**config.mk**
```make
export PLATFORM = sky130hd
export DESIGN_NAME = rle_dec_flat
export DESIGN_NICKNAME = d
export VERILOG_FILES = /design/src/rtl/rle_dec_if.sv /design/src/rtl/rle_dec.sv /design/src/flat_wrapper.sv
export SDC_FILE = /design/constraint.sdc
export NUM_CORES = 1
export LEC_CHECK = 0
export CAP_MARGIN = 0
export CORE_ASPECT_RATIO = 0.5
export CORE_UTILIZATION = 54
export DETAILED_ROUTE_END_ITERATION = 6
export HOLD_SLACK_MARGIN = 0.06
export PLACE_DENSITY = 0.8
export SLEW_MARGIN = 20
export SYNTH_ARGS = -nofsm -noshare
export SYNTH_HDL_FRONTEND = slang
export SYNTH_SLANG_ARGS = --single-unit
```
**constraint.sdc**
```tcl
create_clock -name clk -period 3 [get_ports clk]
set_input_delay 0.9 -clock clk [delete_from_list [all_inputs] [get_ports clk]]
set_output_delay 0.9 -clock clk [all_outputs]
set_load 0.01 [all_outputs]
```
**src/rtl/rle_dec_if.sv**
```systemverilog
// Ready/valid stream bundle used for both the compressed input and the expanded output.
interface rle_dec_if #(
  parameter int unsigned DW = 32
) ();
  logic          valid;
  logic [DW-1:0] data;
  logic          ready;

  modport master (output valid, output data, input ready);
  modport slave  (input valid, input data, output ready);
endinterface

```
**src/rtl/rle_dec.sv**
```systemverilog
// Run-length decoder: expands value/count word streams back into one word per sample.
module rle_dec #(
  parameter int unsigned DW = 32,
  parameter int unsigned CW = 32
) (
  input  logic          clk,
  input  logic          rst_n,
  input  logic          enable,
  input  logic          arm,
  input  logic [3:0]    disabledGroups,
  rle_dec_if.slave      sti,
  rle_dec_if.master     sto,
  output logic          busy,
  output logic          err_orphan,
  output logic [CW-1:0] sample_cnt
);

  typedef enum logic [1:0] {StEmpty, StHold, StRepeat} state_e;

  state_e        state_q, state_d;
  logic [DW-1:0] held_q, held_d;
  logic [DW-1:0] rpt_q, rpt_d;
  logic          sto_valid_q, sto_valid_d;
  logic [DW-1:0] sto_data_q, sto_data_d;
  logic          err_q, err_d;
  logic [CW-1:0] cnt_q, cnt_d;

  logic [2:0]    n_en;
  logic [4:0]    fpos;
  logic [DW-1:0] val_mask;
  logic [DW-1:0] masked;
  logic          is_cnt;
  logic          slot_free;
  logic          accept;

  // Flag position and field mask derived from the number of enabled groups.
  always_comb begin
    n_en = 3'(!disabledGroups[0]) + 3'(!disabledGroups[1]) +
           3'(!disabledGroups[2]) + 3'(!disabledGroups[3]);
    case (n_en)
      3'd1:    fpos = 5'd7;
      3'd2:    fpos = 5'd15;
      default: fpos = 5'd31;
    endcase
    val_mask = (DW'(1) << fpos) - DW'(1);
    masked   = sti.data & val_mask;
    is_cnt   = sti.data[fpos];
  end

  assign slot_free = !sto_valid_q || sto.ready;
  assign sti.ready = slot_free && (state_q != StRepeat) && !arm;
  assign accept    = sti.valid && sti.ready;

  // Next-state: arm clear, repeat expansion, word classification and sample counting.
  always_comb begin
    state_d     = state_q;
    held_d      = held_q;
    rpt_d       = rpt_q;
    sto_valid_d = sto_valid_q;
    sto_data_d  = sto_data_q;
    err_d       = err_q;
    cnt_d       = cnt_q;

    if (sto_valid_q && sto.ready && (cnt_q != '1)) cnt_d = cnt_q + CW'(1);
    if (slot_free) sto_valid_d = 1'b0;

    if (arm) begin
      state_d     = StEmpty;
      rpt_d       = '0;
      sto_valid_d = 1'b0;
      err_d       = 1'b0;
      cnt_d       = '0;
    end else if (state_q == StRepeat) begin
      if (slot_free) begin
        sto_valid_d = 1'b1;
        sto_data_d  = held_q;
        rpt_d       = rpt_q - DW'(1);
        if (rpt_q == DW'(1)) state_d = StHold;
      end
    end else if (accept) begin
      if (!enable) begin
        // Pass-through: raw word, state untouched.
        sto_valid_d = 1'b1;
        sto_data_d  = sti.data;
      end else if (!is_cnt) begin
        held_d      = masked;
        sto_valid_d = 1'b1;
        sto_data_d  = masked;
        state_d     = StHold;
      end else if (state_q == StEmpty) begin
        err_d = 1'b1;
      end else if (masked != '0) begin
        rpt_d   = masked;
        state_d = StRepeat;
      end
    end
  end

  // State and output registers.
  always_ff @(posedge clk or negedge rst_n) begin
    if (!rst_n) begin
      state_q     <= StEmpty;
      held_q      <= '0;
      rpt_q       <= '0;
      sto_valid_q <= 1'b0;
      sto_data_q  <= '0;
      err_q       <= 1'b0;
      cnt_q       <= '0;
    end else begin
      state_q     <= state_d;
      held_q      <= held_d;
      rpt_q       <= rpt_d;
      sto_valid_q <= sto_valid_d;
      sto_data_q  <= sto_data_d;
      err_q       <= err_d;
      cnt_q       <= cnt_d;
    end
  end

  assign sto.valid  = sto_valid_q;
  assign sto.data   = sto_data_q;
  assign busy       = (state_q == StRepeat);
  assign err_orphan = err_q;
  assign sample_cnt = cnt_q;

endmodule

```
**src/flat_wrapper.sv**
```systemverilog
// flat-port wrapper written by rule: the top's interface ports become plain ports
module rle_dec_flat 
#(
  parameter int unsigned DW = 32,
  parameter int unsigned CW = 32
)
  (clk, rst_n, enable, arm, disabledGroups, busy, err_orphan, sample_cnt, sti_valid, sti_data, sti_ready, sto_valid, sto_data, sto_ready);
  rle_dec_if #(.DW(DW)) sti_i ();
  rle_dec_if #(.DW(DW)) sto_i ();
  input  logic clk;
  input  logic rst_n;
  input  logic enable;
  input  logic arm;
  input  logic [3:0] disabledGroups;
  output logic busy;
  output logic err_orphan;
  output logic [CW-1:0] sample_cnt;
  input wire logic [$bits(sti_i.valid)-1:0] sti_valid;
  input wire logic [$bits(sti_i.data)-1:0] sti_data;
  output wire logic [$bits(sti_i.ready)-1:0] sti_ready;
  output wire logic [$bits(sto_i.valid)-1:0] sto_valid;
  output wire logic [$bits(sto_i.data)-1:0] sto_data;
  input wire logic [$bits(sto_i.ready)-1:0] sto_ready;
  assign sti_i.valid = sti_valid;
  assign sti_i.data = sti_data;
  assign sti_ready = sti_i.ready;
  assign sto_valid = sto_i.valid;
  assign sto_data = sto_i.data;
  assign sto_i.ready = sto_ready;
  rle_dec #(.DW(DW), .CW(CW)) u_core (.clk(clk), .rst_n(rst_n), .enable(enable), .arm(arm), .disabledGroups(disabledGroups), .sti(sti_i), .sto(sto_i), .busy(busy), .err_orphan(err_orphan), .sample_cnt(sample_cnt));
endmodule
```
# ---- After elaboration in Yosys (flattened, before gate mapping)
# Index checks and enable logic that the tools add are counted.
dict set report classes {
  addsub 6
  n_mul 0
  div 0
  n_lt_le_gt_ge 1
  n_eq_ne 14
  shifts 1
  n_mux 40
  bitwise_logic 4
  n_reduce_logical 29
}
# operator count
set op_table {}
lappend op_table {{2-to-1 mux 32 bit} 15}
lappend op_table {{adder 32 x 1 -> 32 bit (second input constant)} 1}
lappend op_table {{AND 32 bit} 1}
lappend op_table {{equality test 32 x 1 -> 1 bit (second input constant)} 1}
lappend op_table {{!= test 32 bit (second input constant)} 1}
lappend op_table {{nonzero test 32 bit} 1}
lappend op_table {{<< shifter 1 x 5 -> 32 bit (first input constant)} 1}
lappend op_table {{subtractor 32 x 1 -> 32 bit (second input constant)} 1}
lappend op_table {{subtractor 32 x 2 -> 32 bit (second input constant)} 1}
lappend op_table {{2-to-1 mux 2 bit} 9}
lappend op_table {{2-to-1 mux 1 bit} 14}
lappend op_table {{AND reduction 6 bit} 2}
lappend op_table {{nonzero test 2 bit} 6}
lappend op_table {{nonzero test 3 bit} 4}
lappend op_table {{case mux 5 bit (2 select lines)} 1}
lappend op_table {{AND reduction 5 bit} 2}
lappend op_table {{!= test 4 bit (second input constant)} 2}
lappend op_table {{adder 3 x 1 -> 3 bit} 2}
lappend op_table {{zero test 1 bit} 6}
lappend op_table {{less-than comparator 5 x 6 -> 1 bit (second input constant)} 1}
lappend op_table {{!= test 3 x 2 -> 1 bit (second input constant)} 2}
lappend op_table {{!= test 3 bit (second input constant)} 2}
lappend op_table {{binary-select mux 1 bit (select 5 bit)} 1}
lappend op_table {{logical AND 1 bit} 5}
lappend op_table {{other kinds (10)} 13}
dict set report word_totals {
  ff_bits 132
  latch_bits 0
  ramBits 0
  rom_bits 0
  inputBits 42
  output_inout_bits 68
  wordCells 102
  mem_count 0
}

# ---- Logic depth before layout (Yosys ltp)
# Gate-level depths: netlist of the first run.
dict set report logic_depth {
  word_depth 17
  depth_mapped 14
  depth_no_buf 10
}

# ---- Worst setup path before layout of the first run
# Ideal clock, no wire load.
dict set report synth_path {
  kind {input -> register}
  start {input disabledGroups[0]}
  end {register u_core.held_q[0]}
  setup_ps 125
  t_arrival_ps 3740
  required_time_ps 2875
  slack_ps -865
  cell_stages 12
  path_buffers 3
  path_cell_list {inv_1 > ha_1 > fa_1 > ha_1 > or3b_1 > buf_6 > o22a_4 > and2_1 > buf_6 > or3_4 > buf_6 > mux2_4}
}
dict set report synth_via {
  elab_chain_cells 10
  word_cells_on_any_way 14
  cone_classes {add/sub (4); eq/ne (2); shift (1); mux (3); bitwise (2); reduce/logical (2)}
}
# element line
set synth_rtl {}
lappend synth_rtl {{from (decl)} flat_wrapper.sv:14} ;# input logic [3:0] disabledGroups;
lappend synth_rtl {{zero test 1 bit *} rle_dec.sv:38} ;# n_en = 3'(!disabledGroups[0]) + 3'(!disabledGroups[1]) +
lappend synth_rtl {{adder 1 x 1 -> 2 bit *} rle_dec.sv:38}
lappend synth_rtl {{adder 3 x 1 -> 3 bit *} rle_dec.sv:38}
lappend synth_rtl {{adder 3 x 1 -> 3 bit *} rle_dec.sv:39} ;# 3'(!disabledGroups[2]) + 3'(!disabledGroups[3]);
lappend synth_rtl {{equality test 3 x 2 -> 1 bit or equality test 3 x 1 -> 1 bit (tied branches)} rle_dec.sv:40} ;# case (n_en)
lappend synth_rtl {{case mux 5 bit (2 select lines) *} rle_dec.sv:40}
lappend synth_rtl {{parallel branches: the longest is 4 deep, another holds subtractor 32 x 2 -> 32 bit} n/a}
lappend synth_rtl {{to (signal assigned)} rle_dec.sv:111} ;# held_q <= held_d;
lappend synth_rtl {{to (decl)} rle_dec.sv:21} ;# logic [DW-1:0] held_q, held_d;
# Mark *: on every way between the ends. The select of a mux whose other input is x is not followed.
# A chain may end at the register's enable or synchronous reset.

# ---- Final worst setup path of the first run
dict set report layout_path {
  start {input disabledGroups[0]}
  end {register u_core.sto_data_q[23] (netlist: u_core.sto.data[23])}
}
dict set report layout_via {
  elab_chain_cells 13
  word_cells_on_any_way 18
  cone_classes {add/sub (4); eq/ne (3); shift (1); mux (7); bitwise (1); reduce/logical (2)}
}
# element line
set layout_rtl {}
lappend layout_rtl {{zero test 1 bit *} rle_dec.sv:38}
lappend layout_rtl {{adder 1 x 1 -> 2 bit *} rle_dec.sv:38}
lappend layout_rtl {{adder 3 x 1 -> 3 bit *} rle_dec.sv:38}
lappend layout_rtl {{adder 3 x 1 -> 3 bit *} rle_dec.sv:39}
lappend layout_rtl {{equality test 3 x 2 -> 1 bit or equality test 3 x 1 -> 1 bit (tied branches)} rle_dec.sv:40}
lappend layout_rtl {{case mux 5 bit (2 select lines) *} rle_dec.sv:40}
lappend layout_rtl {{<< shifter 1 x 5 -> 32 bit} rle_dec.sv:45} ;# val_mask = (DW'(1) << fpos) - DW'(1);
lappend layout_rtl {{subtractor 32 x 2 -> 32 bit} rle_dec.sv:45}
lappend layout_rtl {{AND 32 bit} rle_dec.sv:46} ;# masked = sti.data & val_mask;
lappend layout_rtl {{2-to-1 mux 32 bit} rle_dec.sv:85} ;# end else if (!is_cnt) begin
lappend layout_rtl {{2-to-1 mux 32 bit} rle_dec.sv:81} ;# if (!enable) begin
lappend layout_rtl {{2-to-1 mux 32 bit} rle_dec.sv:80} ;# end else if (accept) begin
lappend layout_rtl {{2-to-1 mux 32 bit} rle_dec.sv:73} ;# end else if (state_q == StRepeat) begin
lappend layout_rtl {{to (signal assigned)} rle_dec.sv:114} ;# sto_data_q <= sto_data_d;
lappend layout_rtl {{to (decl)} rle_dec.sv:24} ;# logic [DW-1:0] sto_data_q, sto_data_d;
# Every way passes the cells marked *; elsewhere a longest branch is shown, timed or not. The select of a mux whose other input is x is not followed.

==> results.toml, run 1 <==
[yosys]
syn_area_per_cell_um2 = 8.90
synth_nets = 830
synth-simple-area-share = 0.221
synth_seq_cells = 132
synth_compound_area_frac = 0.186
yosys.area_share.adder = 0.0119
synth_area_leaders = "dfrtp_1 47%, o21ai_0 6.3%, nand2_1 5.7%"
synthArstFlopShare = 1.00
synth_xor_area_frac = 0.0415
synth_top_family_by_area = "simple AND/OR/NAND/NOR gates"
yosys.area.top_type_share = 0.475
netlist_area_mm2 = 0.00696
yosysTopAreaCell = "dfrtp_1"
synth.distinct_cells = 59
synth_edf_count = 0
syn_inst = 782
yosysWarnings = 0
synth_seq_area_share = 0.475
synth_ff_type = "dfrtp_1"
synthMuxAreaShare = 0.0232

[global_route]
grt_antenna_before_repair = 0
grt_pass1_wl_mm = 36.0
grt_use_total = 0.357
grt_pass1_vias = 6804
grt_max_degree = 50
overflow = 0

[route]
wire_per_inst_um = 22.8
vias = 7707
routed_wl_mm = 26.3
ant_nets = 0
dr.pass1.iters = 7
viasPerCell = 6.68
drc = 27
dr.first_iter.drc_count = 1142

[timing]
max-slew-margin-rel = 0.418
period_share = 1.08
rsz0062_at_grt = "yes"
setup_viol = 93
maxSlewViolCount = 0
skew_ns = 0.0115
finalCriticalPeriod_ns = 3.24
hold_viol_final = 0
max_freq_mhz = 309
worst_pin_slew_ns = 0.864
hold_ws_ns = 0.484
fin_ws_ns = -0.239
tns_ns = -10.31

[cells_and_area]
final_cell_mix = "132 x dfrtp_1, 103 x clkdlybuf4s50_1, 86 x nor2_1"
layout-drive-gt1-share = 0.272
mostFrequentLayoutCell = "dfrtp_1"
finalNonFillerCells = 1154
fin_nets = 1024
area_growth_pct = 49.0
n_antenna_cell = 0

[placement]
routabilityCongestion = 0.914
port_buffers = 109
dpl.cell_count = 1092
dp_hpwl_mm = 13.8

[pwr]
clkPwrFrac = 0.241
ir_worst_vdd_uv = 601
p_seq_frac = 0.324
p_sw_frac = 0.403
power_frac_comb = 0.435
power_mw = 9.08
powerDensity_mw_per_mm2 = 876
p_leak_nw = 4.41
netSwitchingPower_mw = 3.66
cell_internal_pwr_mw = 5.42

[job]
cap_violations = 0

[floorplan]
dieWidth_um = 163
coreArea_mm2 = 0.0122
rows = 28
die_y_um = 82.3
io_pins = 110
die_area_mm2 = 0.0134
initial_utilization = 0.571

[critical_path]
worstSetupEndpointType = "flop"
critPathRequiredTime_ns = 3.30
cp-start-kind = "primary input"
critPathArrivalTime_ns = 3.54
crit_type = "primary input to flop"
crit_fanout = 8

[clock_network]
cts-root-buf = "clkbuf_16"
cts.clk_slew.worst_paths_ns = 0.07
clockBufferDepth = 2
cts_tree = "done"
cts_sinks = 132
numCtsBuffers = 17
htreeDepth = 4
clock_latency_ns = 0.43

[status]
outcome = "finished with violations"
violations = "DRC, setup timing"

[min_path]
hp-class = "flop to flop"
[final timing paths]
check | startpoint | to | slack [ns] | cells after the start
worst max register to register | u_core.rpt_q[6] | u_core.rpt_q[29] | 0.22 | 6
worst min register to register | u_core.sto.data[5] | u_core.sto.data[5] | 0.48 | 2
max in group asynchronous | rst_n | u_core.rpt_q[16] | 1.83 | 2
worst min-delay path | u_core.sto.data[5] | u_core.sto.data[5] | 0.48 | 2
min in group asynchronous | rst_n | u_core.sample_cnt[13] | 0.49 | 1
worst max-delay path | disabledGroups[0] | u_core.sto.data[23] | -0.24 | 14
[cells in the mapped netlist, types with 10 or more instances]
| master | instances |
|---|---|
| nand2_1 | 106 |
| a21oi_1 | 33 |
| a22oi_1 | 25 |
| dfrtp_1 | 132 |
| xnor2_1 | 30 |
| nor2_1 | 87 |
| o21ai_1 | 19 |
| o21ai_0 | 88 |
| nor4_1 | 21 |
| nor3_1 | 30 |
| clkbuf_1 | 30 |
| a31oi_1 | 10 |
| nand3_1 | 13 |
| inv_1 | 16 |
[logic make-up (layout without fill, tap and decap cells)]
family | after synthesis | in the layout
simple gates | 321 | 323
compound gates | 214 | 214
flops | 132 | 132
buf+inv | 63 | 268
xor+xnor | 33 | 33
mux | 13 | 13
fa+ha+maj | 6 | 6
[critical path: stages]
cell and delay, ns:
buf_6 0.10, inv_4 0.05, ha_4 0.20, fa_2 0.58, or3b_4 0.42, o22a_4 0.26, buf_4 0.15, a31oi_4 0.17
o21ai_4 0.14, buf_6 0.15, buf_6 0.12, buf_16 0.14, nand2_1 0.09, o21ai_1 0.08
[sequential cells by signal, indices dropped and copies added (netlist names)]
register	flops
u_core.state_q	2
u_core.err_orphan	1
u_core.held_q	32
u_core.sto.valid	1
u_core.sto.data	32
u_core.rpt_q	32
u_core.sample_cnt	32
[area by class of cell]
cell class,instances,area (µm²)
multi-input cells,589,3850
repair buffers,220,2330
fillers,600,1820
flip-flops and latches,132,3300
inverters,16,75.1
well taps,165,206
clock inverters,14,166
clock buffers,18,439
[power by group through the flow]
stage / clock network, mW / registers [mW] / logic (mW)
3_3_place_gp: 0 / 2.76 / 2.86
6_report: 2.19 / 2.94 / 3.95
2_1_floorplan: 0 / 2.81 / 1.67
4_1_cts: 2.16 / 2.81 / 3.30
3_5_place_dp: 0 / 2.80 / 2.97
5_1_grt: 2.26 / 2.98 / 4.18
[routing by layer]
| layer | track usage | part of all wire | vias to the layer above | routed length [µm] |
|---|---|---|---|---|
| met3 | 0.102 | 0.14 | 175 | 3560 |
| met2 | 0.572 | 0.44 | 666 | 11500 |
| li1 | - | - | 3205 | - |
| met1 | 0.460 | 0.37 | 3661 | 9810 |
| met5 | 0 | 0 | - | 0 |
| met4 | 0.154 | 0.053 | 0 | 1390 |
[timing repair]
action / 4_1_cts / 5_1_grt
gates cloned: 8 / 9
hold buffers: 0 / 0
resized for setup: 109 / 114
endpoints found under the setup margin: 101 / 96
pin swaps: 12 / 18
buffers inserted: 11 / 7
[per-stage QoR]
stage | setup WS, ns | utilization | cell area [µm²]
after floorplan | -0.673 | - | 7030
after global routing | -0.252 | 0.850 | 10400
after global placement | -1.15 | 0.724 | 8830
final | -0.239 | 0.850 | 10400
after CTS | -0.128 | 0.807 | 9840
after detailed placement | -1.22 | 0.724 | 8830
(Power assumes the default switching activity.)
==> run 2: changes to the inputs <==
--- a/config.mk
+++ b/config.mk
@@ -7,6 +7,7 @@
 export LEC_CHECK = 0
 export CAP_MARGIN = 0
 export CORE_ASPECT_RATIO = 0.5
+export CORE_MARGIN = 2
 export CORE_UTILIZATION = 54
 export DETAILED_ROUTE_END_ITERATION = 6
 export HOLD_SLACK_MARGIN = 0.06
@@ -15,3 +16,4 @@
 export SYNTH_ARGS = -nofsm -noshare
 export SYNTH_HDL_FRONTEND = slang
 export SYNTH_SLANG_ARGS = --single-unit
+export TNS_END_PERCENT = 1
==> results.toml, run 2 (synthesis results as in run 1) <==
[status]
outcome = "finished with violations"
violations = "DRC, setup timing"

[cells_and_area]
n_antenna_cell = 0
mostFrequentLayoutCell = "dfrtp_1"
fin_util = 0.777
finalNonFillerCells = 1135
final_cell_area_mm2 = 0.00981
area_growth_pct = 41.0
fin_nets = 1000
final_cell_mix = "132 x dfrtp_1, 103 x clkdlybuf4s50_1, 86 x nor2_1"
layout-drive-gt1-share = 0.211

[clock_network]
cts_sinks = 132
clockBufferDepth = 2
hold_buffers = 0
cts-root-buf = "clkbuf_16"
cts_tree = "done"
clock_latency_ns = 0.43
numCtsBuffers = 17
cts.clk_slew.worst_paths_ns = 0.07
htreeDepth = 4

[global_route]
grt_antenna_before_repair = 0
grt_use_total = 0.312
grt_max_degree = 66
grt_pass1_vias = 6563
overflow = 0
grt_pass1_wl_mm = 34.0

[critical_path]
worstSetupEndpointType = "flop"
critPathArrivalTime_ns = 3.48
critPathRequiredTime_ns = 3.31
cp-start-kind = "primary input"
crit_type = "primary input to flop"
crit_fanout = 9
reg2reg_slack_ns = 0.22

[route]
dr.pass1.iters = 7
viasPerCell = 6.23
drc = 1
vias = 7076
wire_per_inst_um = 19.9
routed_wl_mm = 22.6
dr.first_iter.drc_count = 946
ant_nets = 0

[timing]
finalCriticalPeriod_ns = 3.17
max-slew-margin-rel = 0.426
setup_viol = 87
rsz0062_at_grt = "yes"
period_share = 1.06
max_freq_mhz = 316
fin_ws_ns = -0.168
skew_ns = 0.0113
tns_ns = -7.30
hold_viol_final = 0
worst_pin_slew_ns = 0.853
maxSlewViolCount = 0

[placement]
routabilityCongestion = 0.907
dpl.cell_count = 1091
dp_hpwl_mm = 13.6
port_buffers = 109
dpl_cell_area_mm2 = 0.00874

[floorplan]
die_y_um = 84.3
io_pins = 110
rows = 29
die_area_mm2 = 0.0139
initial_utilization = 0.551
dieWidth_um = 165
coreArea_mm2 = 0.0126

[min_path]
hp-class = "primary input to async pin"

[pwr]
powerDensity_mw_per_mm2 = 852
ir_worst_vdd_uv = 483
p_leak_nw = 4.18
power_mw = 8.35

[job]
cap_violations = 0
## run 2: cell types whose count changed in the layout (fill, tap and decap cells not counted), sizes merged
cell	change
buf	-22
bufinv	+1
clkinv	+4
clkinvlp	-1
inv	-5
or3	-1
## run 2: final timing paths
check,from,end,depth (start not counted)
max in group asynchronous,rst_n,u_core.held_q[22],2
min reg2reg,u_core.sto.data[7],u_core.sto.data[7],2
min,rst_n,u_core.sample_cnt[14],1
min in group clk,u_core.sto.data[7],u_core.sto.data[7],2
max reg2reg,u_core.rpt_q[6],u_core.rpt_q[29],6
max,disabledGroups[1],u_core.held_q[14],12
## run 2: timing repair
| action | in CTS | in global routing |
|---|---|---|
| resized for setup | 42 | 91 |
| pin swaps | 21 | 25 |
| endpoints found under the hold margin | 0 | 0 |
| setup endpoints to repair | 101 | 97 |
| gates cloned | 3 | 7 |
| buffers inserted | 2 | 1 |
## run 2: critical path: stages
cell and delay, ns:
buf_8 0.11, inv_12 0.04, ha_4 0.18, fa_2 0.37, ha_4 0.23, or3b_4 0.42, o22a_4 0.26, and2_4 0.15
or3_4 0.46, buf_6 0.19, nand2_1 0.08, o21ai_1 0.08
## run 2: power by group
part           total, mW  internal, mW  switching, mW
Sequential          2.84          2.37          0.475
Combinational       3.34          1.49           1.85
Clock               2.18          1.32          0.853
## run 2: area by class of cell
class	instances	area (µm²)
Fill cell	807	2820
Tap cell	170	213
Timing Repair Buffer	197	1980
Multi-Input combinational cell	588	3630
Inverter	16	75.1
Sequential cell	132	3300
Clock buffer	19	433
Clock inverter	13	175
## run 2: layer usage
layer	GRT usage	wire length (µm)	vias up	share of wire
met2	0.466	10300	461	0.46
met1	0.444	9470	3414	0.42
met4	0.0972	353	0	0.016
li1	-	-	3151	-
met5	0	0	-	0
met3	0.0870	2500	50	0.11
## run 2: per-stage QoR
step	setup WS (ns)	hold WS, ns
finish	-0.168	0.451
CTS	-0.151	0.473
detailed placement	-1.18	0.467
floorplan	-0.673	0.450
global route	-0.233	0.478
global placement	-1.15	0.461
